## src/rtl/safe_csr.sv

```systemverilog
// The safe-CPU wrapper CSR block is implemented in safe_wrapper_csr.sv.

```

## src/rtl/safe_csr_pkg.sv

```systemverilog
// Shared types, register offsets and byte-strobe helpers for the safe-CPU
// wrapper control/status register block.
package safe_csr_pkg;

    typedef struct packed {
        logic [31:0] addr;
        logic        write;
        logic [31:0] wdata;
        logic [3:0]  wstrb;
        logic        valid;
    } reg_req_t;

    typedef struct packed {
        logic [31:0] rdata;
        logic        error;
        logic        ready;
    } reg_rsp_t;

    localparam logic [2:0] OFF_MODE    = 3'd0;
    localparam logic [2:0] OFF_MASTER  = 3'd1;
    localparam logic [2:0] OFF_SYNC    = 3'd2;
    localparam logic [2:0] OFF_STATUS  = 3'd3;
    localparam logic [2:0] OFF_TIMEOUT = 3'd4;
    localparam logic [2:0] OFF_CTRL    = 3'd5;

    typedef enum logic [1:0] {
        MODE_SINGLE = 2'd0,
        MODE_DMR    = 2'd1,
        MODE_TMR    = 2'd2
    } mode_e;

    typedef enum logic [1:0] {
        ST_IDLE    = 2'd0,
        ST_WAIT    = 2'd1,
        ST_RELEASE = 2'd2
    } bar_state_e;

    localparam int unsigned STATUS_DONE = 0;
    localparam int unsigned STATUS_TMO  = 1;

    function automatic logic [31:0] strb_mask(input logic [3:0] strb);
        logic [31:0] m;
        for (int i = 0; i < 4; i++) begin
            m[8*i +: 8] = {8{strb[i]}};
        end
        return m;
    endfunction

    function automatic logic [31:0] apply_strb(input logic [31:0] old_val,
                                               input logic [31:0] wdata,
                                               input logic [3:0]  strb);
        logic [31:0] m;
        m = strb_mask(strb);
        return (old_val & ~m) | (wdata & m);
    endfunction

endpackage

```

## src/rtl/safe_csr_barrier.sv

```systemverilog
// Per-hart synchronisation barrier: arrival mask, timeout counter and the
// one-cycle release pulse, driven by set/abort strobes from the register decode.
module safe_csr_barrier
    import safe_csr_pkg::*;
#(
    parameter int unsigned NHARTS = 3,
    parameter int unsigned TMO_W  = 16
) (
    input  logic              clk_i,
    input  logic              rst_i,
    input  logic [NHARTS-1:0] hart_en_i,
    input  logic [TMO_W-1:0]  timeout_i,
    input  logic              set_valid_i,
    input  logic [NHARTS-1:0] set_mask_i,
    input  logic              abort_i,
    output logic [NHARTS-1:0] arrived_o,
    output logic              release_o,
    output logic              done_set_o,
    output logic              tmo_set_o
);

    bar_state_e        state_q, state_d;
    logic [TMO_W-1:0]  cnt_q, cnt_d;
    logic [NHARTS-1:0] arrived_q, arrived_d;
    logic              release_q;
    logic              complete_s;

    assign complete_s = ((arrived_q & hart_en_i) == hart_en_i);

    // Next-state logic; completion is tested before expiry so it wins a tie.
    always_comb begin
        state_d    = state_q;
        cnt_d      = cnt_q;
        arrived_d  = set_valid_i ? (arrived_q | set_mask_i) : arrived_q;
        done_set_o = 1'b0;
        tmo_set_o  = 1'b0;
        case (state_q)
            ST_IDLE: begin
                if (set_valid_i && ((set_mask_i & hart_en_i) != '0)) begin
                    state_d = ST_WAIT;
                    cnt_d   = timeout_i;
                end else begin
                    state_d = ST_IDLE;
                end
            end
            ST_WAIT: begin
                if (abort_i) begin
                    state_d   = ST_IDLE;
                    arrived_d = '0;
                end else if (complete_s) begin
                    state_d = ST_RELEASE;
                end else if (cnt_q == '0) begin
                    state_d   = ST_IDLE;
                    arrived_d = '0;
                    tmo_set_o = 1'b1;
                end else begin
                    cnt_d = cnt_q - TMO_W'(1);
                end
            end
            ST_RELEASE: begin
                state_d    = ST_IDLE;
                arrived_d  = '0;
                done_set_o = 1'b1;
            end
            default: begin
                state_d   = ST_IDLE;
                arrived_d = '0;
            end
        endcase
    end

    // Barrier state, counter, arrival mask and registered release pulse.
    always_ff @(posedge clk_i or posedge rst_i) begin
        if (rst_i) begin
            state_q   <= ST_IDLE;
            cnt_q     <= '0;
            arrived_q <= '0;
            release_q <= 1'b0;
        end else begin
            state_q   <= state_d;
            cnt_q     <= cnt_d;
            arrived_q <= arrived_d;
            release_q <= (state_d == ST_RELEASE);
        end
    end

    assign arrived_o = arrived_q;
    assign release_o = release_q;

endmodule

```

## src/rtl/safe_wrapper_csr.sv

```systemverilog
// Reg-bus CSR slave for the safe-CPU wrapper: redundancy mode, master-core
// selection, barrier control and the timeout interrupt.
module safe_wrapper_csr
    import safe_csr_pkg::*;
#(
    parameter int unsigned NHARTS = 3,
    parameter int unsigned TMO_W  = 16
) (
    input  logic              clk_i,
    input  logic              rst_i,
    input  reg_req_t          reg_req_i,
    output reg_rsp_t          reg_rsp_o,
    output logic [1:0]        mode_o,
    output logic [1:0]        master_core_o,
    output logic [NHARTS-1:0] hart_en_o,
    output logic              sync_release_o,
    output logic              irq_o
);

    logic [1:0]        mode_q, mode_d;
    logic [1:0]        master_q, master_d;
    logic [TMO_W-1:0]  timeout_q, timeout_d;
    logic              irq_en_q, irq_en_d;
    logic [1:0]        status_q, status_d;
    logic              irq_q, irq_d;
    logic [31:0]       rsp_rdata_q, rsp_rdata_d;
    logic              rsp_error_q, rsp_error_d;
    logic              rsp_ready_q, rsp_ready_d;

    logic              accept_s, wr_s, mapped_s;
    logic [2:0]        off_s;
    logic [31:0]       cur_s, merged_s, wbits_s;
    logic [NHARTS-1:0] hart_en_s, arrived_s;
    logic [2:0]        dmr_peer_s;
    logic              sync_set_s, abort_s, done_set_s, tmo_set_s;
    logic [1:0]        status_clr_s;
    logic              unused_addr_s;

    // A request held across its ready cycle must not execute twice.
    assign accept_s      = reg_req_i.valid & ~rsp_ready_q;
    assign off_s         = reg_req_i.addr[4:2];
    assign mapped_s      = (off_s <= OFF_CTRL);
    assign wr_s          = accept_s & reg_req_i.write & mapped_s;
    assign wbits_s       = reg_req_i.wdata & strb_mask(reg_req_i.wstrb);
    assign merged_s      = apply_strb(cur_s, reg_req_i.wdata, reg_req_i.wstrb);
    assign sync_set_s    = wr_s & (off_s == OFF_SYNC);
    assign abort_s       = wr_s & ((off_s == OFF_MODE) | (off_s == OFF_MASTER));
    assign status_clr_s  = (wr_s && (off_s == OFF_STATUS)) ? wbits_s[1:0] : 2'b00;
    assign unused_addr_s = ^{reg_req_i.addr[31:5], reg_req_i.addr[1:0]};
    assign dmr_peer_s    = 3'((32'(master_q) + 32'd1) % NHARTS);

    // Current value of the addressed register, used for reads and strobe merges.
    always_comb begin
        cur_s = 32'd0;
        case (off_s)
            OFF_MODE:    cur_s = {30'd0, mode_q};
            OFF_MASTER:  cur_s = {30'd0, master_q};
            OFF_SYNC:    cur_s = 32'(arrived_s);
            OFF_STATUS:  cur_s = {30'd0, status_q};
            OFF_TIMEOUT: cur_s = 32'(timeout_q);
            OFF_CTRL:    cur_s = {31'd0, irq_en_q};
            default:     cur_s = 32'd0;
        endcase
    end

    // Participating harts; mode 3 is treated as TMR.
    always_comb begin
        hart_en_s = '0;
        case (mode_q)
            MODE_SINGLE: hart_en_s = NHARTS'(1) << master_q;
            MODE_DMR:    hart_en_s = (NHARTS'(1) << master_q) | (NHARTS'(1) << dmr_peer_s);
            default:     hart_en_s = '1;
        endcase
    end

    // Register write decode and response generation.
    always_comb begin
        mode_d    = mode_q;
        master_d  = master_q;
        timeout_d = timeout_q;
        irq_en_d  = irq_en_q;
        if (wr_s) begin
            case (off_s)
                OFF_MODE:    mode_d    = merged_s[1:0];
                OFF_MASTER:  master_d  = merged_s[1:0];
                OFF_TIMEOUT: timeout_d = merged_s[TMO_W-1:0];
                OFF_CTRL:    irq_en_d  = merged_s[0];
                default:     mode_d    = mode_q;
            endcase
        end else begin
            mode_d = mode_q;
        end
        // Hardware set beats a same-cycle W1C.
        status_d              = status_q & ~status_clr_s;
        status_d[STATUS_DONE] = status_d[STATUS_DONE] | done_set_s;
        status_d[STATUS_TMO]  = status_d[STATUS_TMO] | tmo_set_s;
        irq_d                 = status_d[STATUS_TMO] & irq_en_d;
        rsp_ready_d           = accept_s;
        rsp_error_d           = accept_s & ~mapped_s;
        rsp_rdata_d           = (accept_s && !reg_req_i.write) ? cur_s : 32'd0;
    end

    // Register storage and registered bus response.
    always_ff @(posedge clk_i or posedge rst_i) begin
        if (rst_i) begin
            mode_q      <= 2'd0;
            master_q    <= 2'd0;
            timeout_q   <= '1;
            irq_en_q    <= 1'b0;
            status_q    <= 2'd0;
            irq_q       <= 1'b0;
            rsp_rdata_q <= 32'd0;
            rsp_error_q <= 1'b0;
            rsp_ready_q <= 1'b0;
        end else begin
            mode_q      <= mode_d;
            master_q    <= master_d;
            timeout_q   <= timeout_d;
            irq_en_q    <= irq_en_d;
            status_q    <= status_d;
            irq_q       <= irq_d;
            rsp_rdata_q <= rsp_rdata_d;
            rsp_error_q <= rsp_error_d;
            rsp_ready_q <= rsp_ready_d;
        end
    end

    safe_csr_barrier #(
        .NHARTS (NHARTS),
        .TMO_W  (TMO_W)
    ) u_barrier (
        .clk_i       (clk_i),
        .rst_i       (rst_i),
        .hart_en_i   (hart_en_s),
        .timeout_i   (timeout_q),
        .set_valid_i (sync_set_s),
        .set_mask_i  (wbits_s[NHARTS-1:0]),
        .abort_i     (abort_s),
        .arrived_o   (arrived_s),
        .release_o   (sync_release_o),
        .done_set_o  (done_set_s),
        .tmo_set_o   (tmo_set_s)
    );

    assign reg_rsp_o     = '{rdata: rsp_rdata_q, error: rsp_error_q, ready: rsp_ready_q};
    assign mode_o        = mode_q;
    assign master_core_o = master_q;
    assign hart_en_o     = hart_en_s;
    assign irq_o         = irq_q;

endmodule
```

## config.mk

```make
export PLATFORM = sky130hd
export DESIGN_NAME = safe_wrapper_csr
export DESIGN_NICKNAME = d
export VERILOG_FILES = /design/src/rtl/safe_csr.sv /design/src/rtl/safe_csr_pkg.sv /design/src/rtl/safe_csr_barrier.sv /design/src/rtl/safe_wrapper_csr.sv
export SDC_FILE = /design/constraint.sdc
export NUM_CORES = 1
export LEC_CHECK = 0
export BUFFER_PORTS_ARGS = -buffer_cell sky130_fd_sc_hd__buf_2
export CORE_ASPECT_RATIO = 0.8
export CORE_UTILIZATION = 49
export CTS_CLUSTER_SIZE = 24
export DETAILED_ROUTE_END_ITERATION = 16
export PLACE_DENSITY = 0.84
export SLEW_MARGIN = 20
export SYNTH_ARGS = -nofsm -noshare
export SYNTH_HDL_FRONTEND = slang
export SYNTH_SLANG_ARGS = --single-unit
export TNS_END_PERCENT = 5
```

## constraint.sdc

```tcl
create_clock -name clk_i -period 2.68 [get_ports clk_i]
set_input_delay 0.536 -clock clk_i [delete_from_list [all_inputs] [get_ports clk_i]]
set_output_delay 0.536 -clock clk_i [all_outputs]
set_load 0.01 [all_outputs]
```

==> flow_metrics.env <==
export IMPL_cp_num_buf_inv=2
export IMPL_drtAntennaViolNets=0
export IMPL_cp_end_kind="register"
export IMPL_worstPathRequired_ns=2.95
export IMPL_max_slew_margin_rel=0.4624
export IMPL_cts_resized=0
export IMPL_core_um2=6376
export IMPL_final_common_cell="buf_2"
export IMPL_switching_power_mw=1.052
export IMPL_cts_sinks=64
export IMPL_clk_latency_ns=0.34
export IMPL_cts_made_buffers=9
export IMPL_syn_instance_count=319
export IMPL_num_antenna_cells=0
export IMPL_hp_class="input pin to asynchronous set/reset pin"
export IMPL_antenna_found_initial=0
export IMPL_wl_per_cell_um=14.85
export IMPL_synth_area_um2=3233
export IMPL_reg2reg_to="u_barrier.cnt_q[15]"
export IMPL_start_kind="register"
export IMPL_clock_root_buffer="clkbuf_8"
export IMPL_grt_pass1_wl_um=10740
export IMPL_slew_violations=0
export IMPL_finClkSkew_ns=0.005603
export IMPL_synth_area_leaders="dfrtp_1 (37%), dfstp_2 (13%), mux2_2 (6.6%), buf_4 (4.6%), o21ai_1 (3.7%)"
export IMPL_r2r_cells=9
export IMPL_final_layout_size_suffix_gt1_frac=0.3183
export IMPL_crit_type="register to register"
export IMPL_rsz0062_at_grt="no"
export IMPL_sw_frac_of_total=0.3619
export IMPL_seqPwrFrac=0.467
export IMPL_port_buffers=51
export IMPL_syn_mean_instance_area_um2=10.14
export IMPL_initial_core_util=0.5071
export IMPL_synth_edf_count=0
export IMPL_floorplan_die_area_um2=6929
export IMPL_slowest_stage="or4b_1"
export IMPL_combPwrFrac=0.283
export IMPL_final_cell_mix="buf_2 (51), dfrtp_1 (48), nor2_1 (27)"
export IMPL_grt_max_degree=36
export IMPL_grt_pass1_vias=2271
export IMPL_firstDrtPassIters=5
export IMPL_cp_max_fo=12
export IMPL_cpPeakStageDelay_ns=0.52
export IMPL_tns_ns=0
export IMPL_cap_violations=0
export IMPL_grt_overflow_total=0
export IMPL_die_y_um=74.66
export IMPL_syn_to_final_growth_pct=13.85
export IMPL_cts_hold_fix_buffers=0
export IMPL_startpoint="u_barrier.cnt_q[0]"
export IMPL_n_fill_cell=535
export IMPL_fin_nets=449
export IMPL_clk_pin_slew_worst_paths_ns=0.07
export IMPL_dp_hpwl_um=5081
export IMPL_cp_depth=9
export IMPL_peakVddDrop_v=0.0002456
export IMPL_rows=26
export IMPL_clockBufferDepth=2
export IMPL_cts_max_level=3
export IMPL_synth_warnings=0
export IMPL_crit_family="simple AND/OR/NAND/NOR gates"
export IMPL_r2r_start="u_barrier.cnt_q[0]"
export IMPL_power_density_nw_per_um2=789.5
export IMPL_finalCritPeriodShare=0.9103
export IMPL_arrival_ns=2.71
export IMPL_cts_tree="built"
export IMPL_viasPerCell=5.531
export IMPL_routed_wirelength_um=6847
export IMPL_io_pins=115
export IMPL_finalSetupViolCount=0
export IMPL_max_slew_worst_pin_slew_ns=0.7952
export IMPL_postCtsSetupBuffers=0
export IMPL_synth_top_area_cell="dfrtp_1"
export IMPL_synth_top_area_share=0.3715
export IMPL_vias=2550
export IMPL_synthDistinctLibCells=49
export IMPL_yosysSeqAreaShare=0.5015
export IMPL_synthArstFlopShare=1.000
export IMPL_r2r_setup_slack_ns=0.24
export IMPL_place_congestion=0.8564
export IMPL_drt_iter0_markers=188
export IMPL_drc=0
export IMPL_fin_total_pwr_mw=2.906
export IMPL_clockPowerShare=0.250
export IMPL_finalCriticalPeriod_ns=2.440
export IMPL_internal_power_mw=1.854
export IMPL_synth_main_ff_cell="dfrtp_1"
export IMPL_grt_usage=0.2053
export IMPL_status="completed"
export IMPL_utilization=0.5773
export IMPL_crit_chain="inv_1, ha_1, or4b_1, nor4_2, and2b_1, o32a_2, buf_4, o21ai_0, o21ai_1"
export IMPL_critPathCapture="u_barrier.cnt_q[15]"
export IMPL_synth_seq_cells=64
export IMPL_final_hold_viol_count=0
export IMPL_fmax_ghz=0.4099
export IMPL_fp_dieW_um=92.82
export IMPL_cellLeakagePower_nw=1.776
## sequential cells by signal, indices dropped and copies added (netlist names)
register / count
master_core_o: 2
status_q: 2
rsp_ready_q: 1
u_barrier.release_o: 1
u_barrier.arrived_o: 3
rsp_rdata_q: 16
u_barrier.cnt_q: 16
u_barrier.state_q: 2
irq_o: 1
timeout_q: 16
irq_en_q: 1
mode_o: 2
rsp_error_q: 1
## metal layers
| layer | track usage | part of all wire | up-vias | wire length, um |
|---|---|---|---|---|
| met4 | 0.09060 | 0.023 | 0 | 156 |
| li1 | - | - | 1189 | - |
| met1 | 0.2661 | 0.45 | 1203 | 3072 |
| met2 | 0.3243 | 0.45 | 138 | 3079 |
| met5 | 0 | 0 | - | 0 |
| met3 | 0.06162 | 0.079 | 20 | 539 |
## power by group through the flow
stage / sequential [mW] / clock (mW) / combinational, mW
6_report: 1.36 / 0.728 / 0.821
3_5_place_dp: 1.37 / 0 / 0.808
4_1_cts: 1.35 / 0.739 / 0.811
3_3_place_gp: 1.36 / 0 / 0.755
5_1_grt: 1.38 / 0.776 / 0.903
2_1_floorplan: 1.32 / 0 / 0.596
## synth_stat cells (2+ instances only)
master and count:
a21oi_1 19, a21oi_2 2, a222oi_1 2, a22oi_1 5, and2_1 14, and3_1 3, and4b_1 2, buf_4 20
clkbuf_1 11, dfrtp_1 48, dfstp_2 16, ha_1 5, inv_1 12, mux2_2 19, mux2i_1 6, nand2_1 16
nand2b_1 4, nand3_1 3, nand3b_1 4, nor2_1 27, nor2b_1 6, nor3_1 9, nor3b_1 2, nor4_1 6
o21ai_0 8, o21ai_1 24, o22a_1 3, or3_1 2
## through the flow
stage	worst slack [ns]	hold slack [ns]	instance area, um^2	std cells
floorplan	0.4434	0.4658	3289	334
global placement	0.3718	0.4891	3510	445
detailed placement	0.2701	0.4990	3510	445
CTS	0.2474	0.3140	3681	461
global route	0.07995	0.3637	3681	461
finish	0.2404	0.3154	3681	461
## worst register-to-register path: stages, from the launching register on
cell and delay [ns]:
dfrtp_1 0.41, inv_1 0.08, ha_1 0.24, or4b_1 0.52, nor4_2 0.20, and2b_1 0.19, o32a_2 0.32, buf_4 0.23
o21ai_0 0.10, o21ai_1 0.08
## layout make-up
class / instances / area [um^2] / area share
inverter: 13 / 48.80 / 0.01326
clock inverter: 7 / 47.55 / 0.01292
sequential: 64 / 1622 / 0.4405
tap: 84 / 105.1 / 0.02855
multi-input combinational: 224 / 1411 / 0.3834
timing repair buffer: 60 / 322.8 / 0.08770
clock buffer: 9 / 123.9 / 0.03365
## worst min-delay path by stage
stage	start	endpoint	cells after the start
3_5_place_dp	u_barrier.cnt_q[12]	u_barrier.cnt_q[12]	2
2_1_floorplan	u_barrier.cnt_q[12]	u_barrier.cnt_q[12]	2
4_1_cts	rst_i	rsp_rdata_q[8]	2
3_3_place_gp	u_barrier.cnt_q[12]	u_barrier.cnt_q[12]	2
6_report	rst_i	rsp_rdata_q[5]	2
5_1_grt	rst_i	rsp_ready_q	2
## kinds of logic after synthesis
kind of cell	share of synthesized area
and+or+nand+nor	0.1772
AOI/OAI and AO/OA	0.1366
DFF	0.5015
buffers and inverters	0.07933
muxes	0.08475
adders and majority gates	0.01935
other	0.001160
Power figures use the tool's default switching activity.
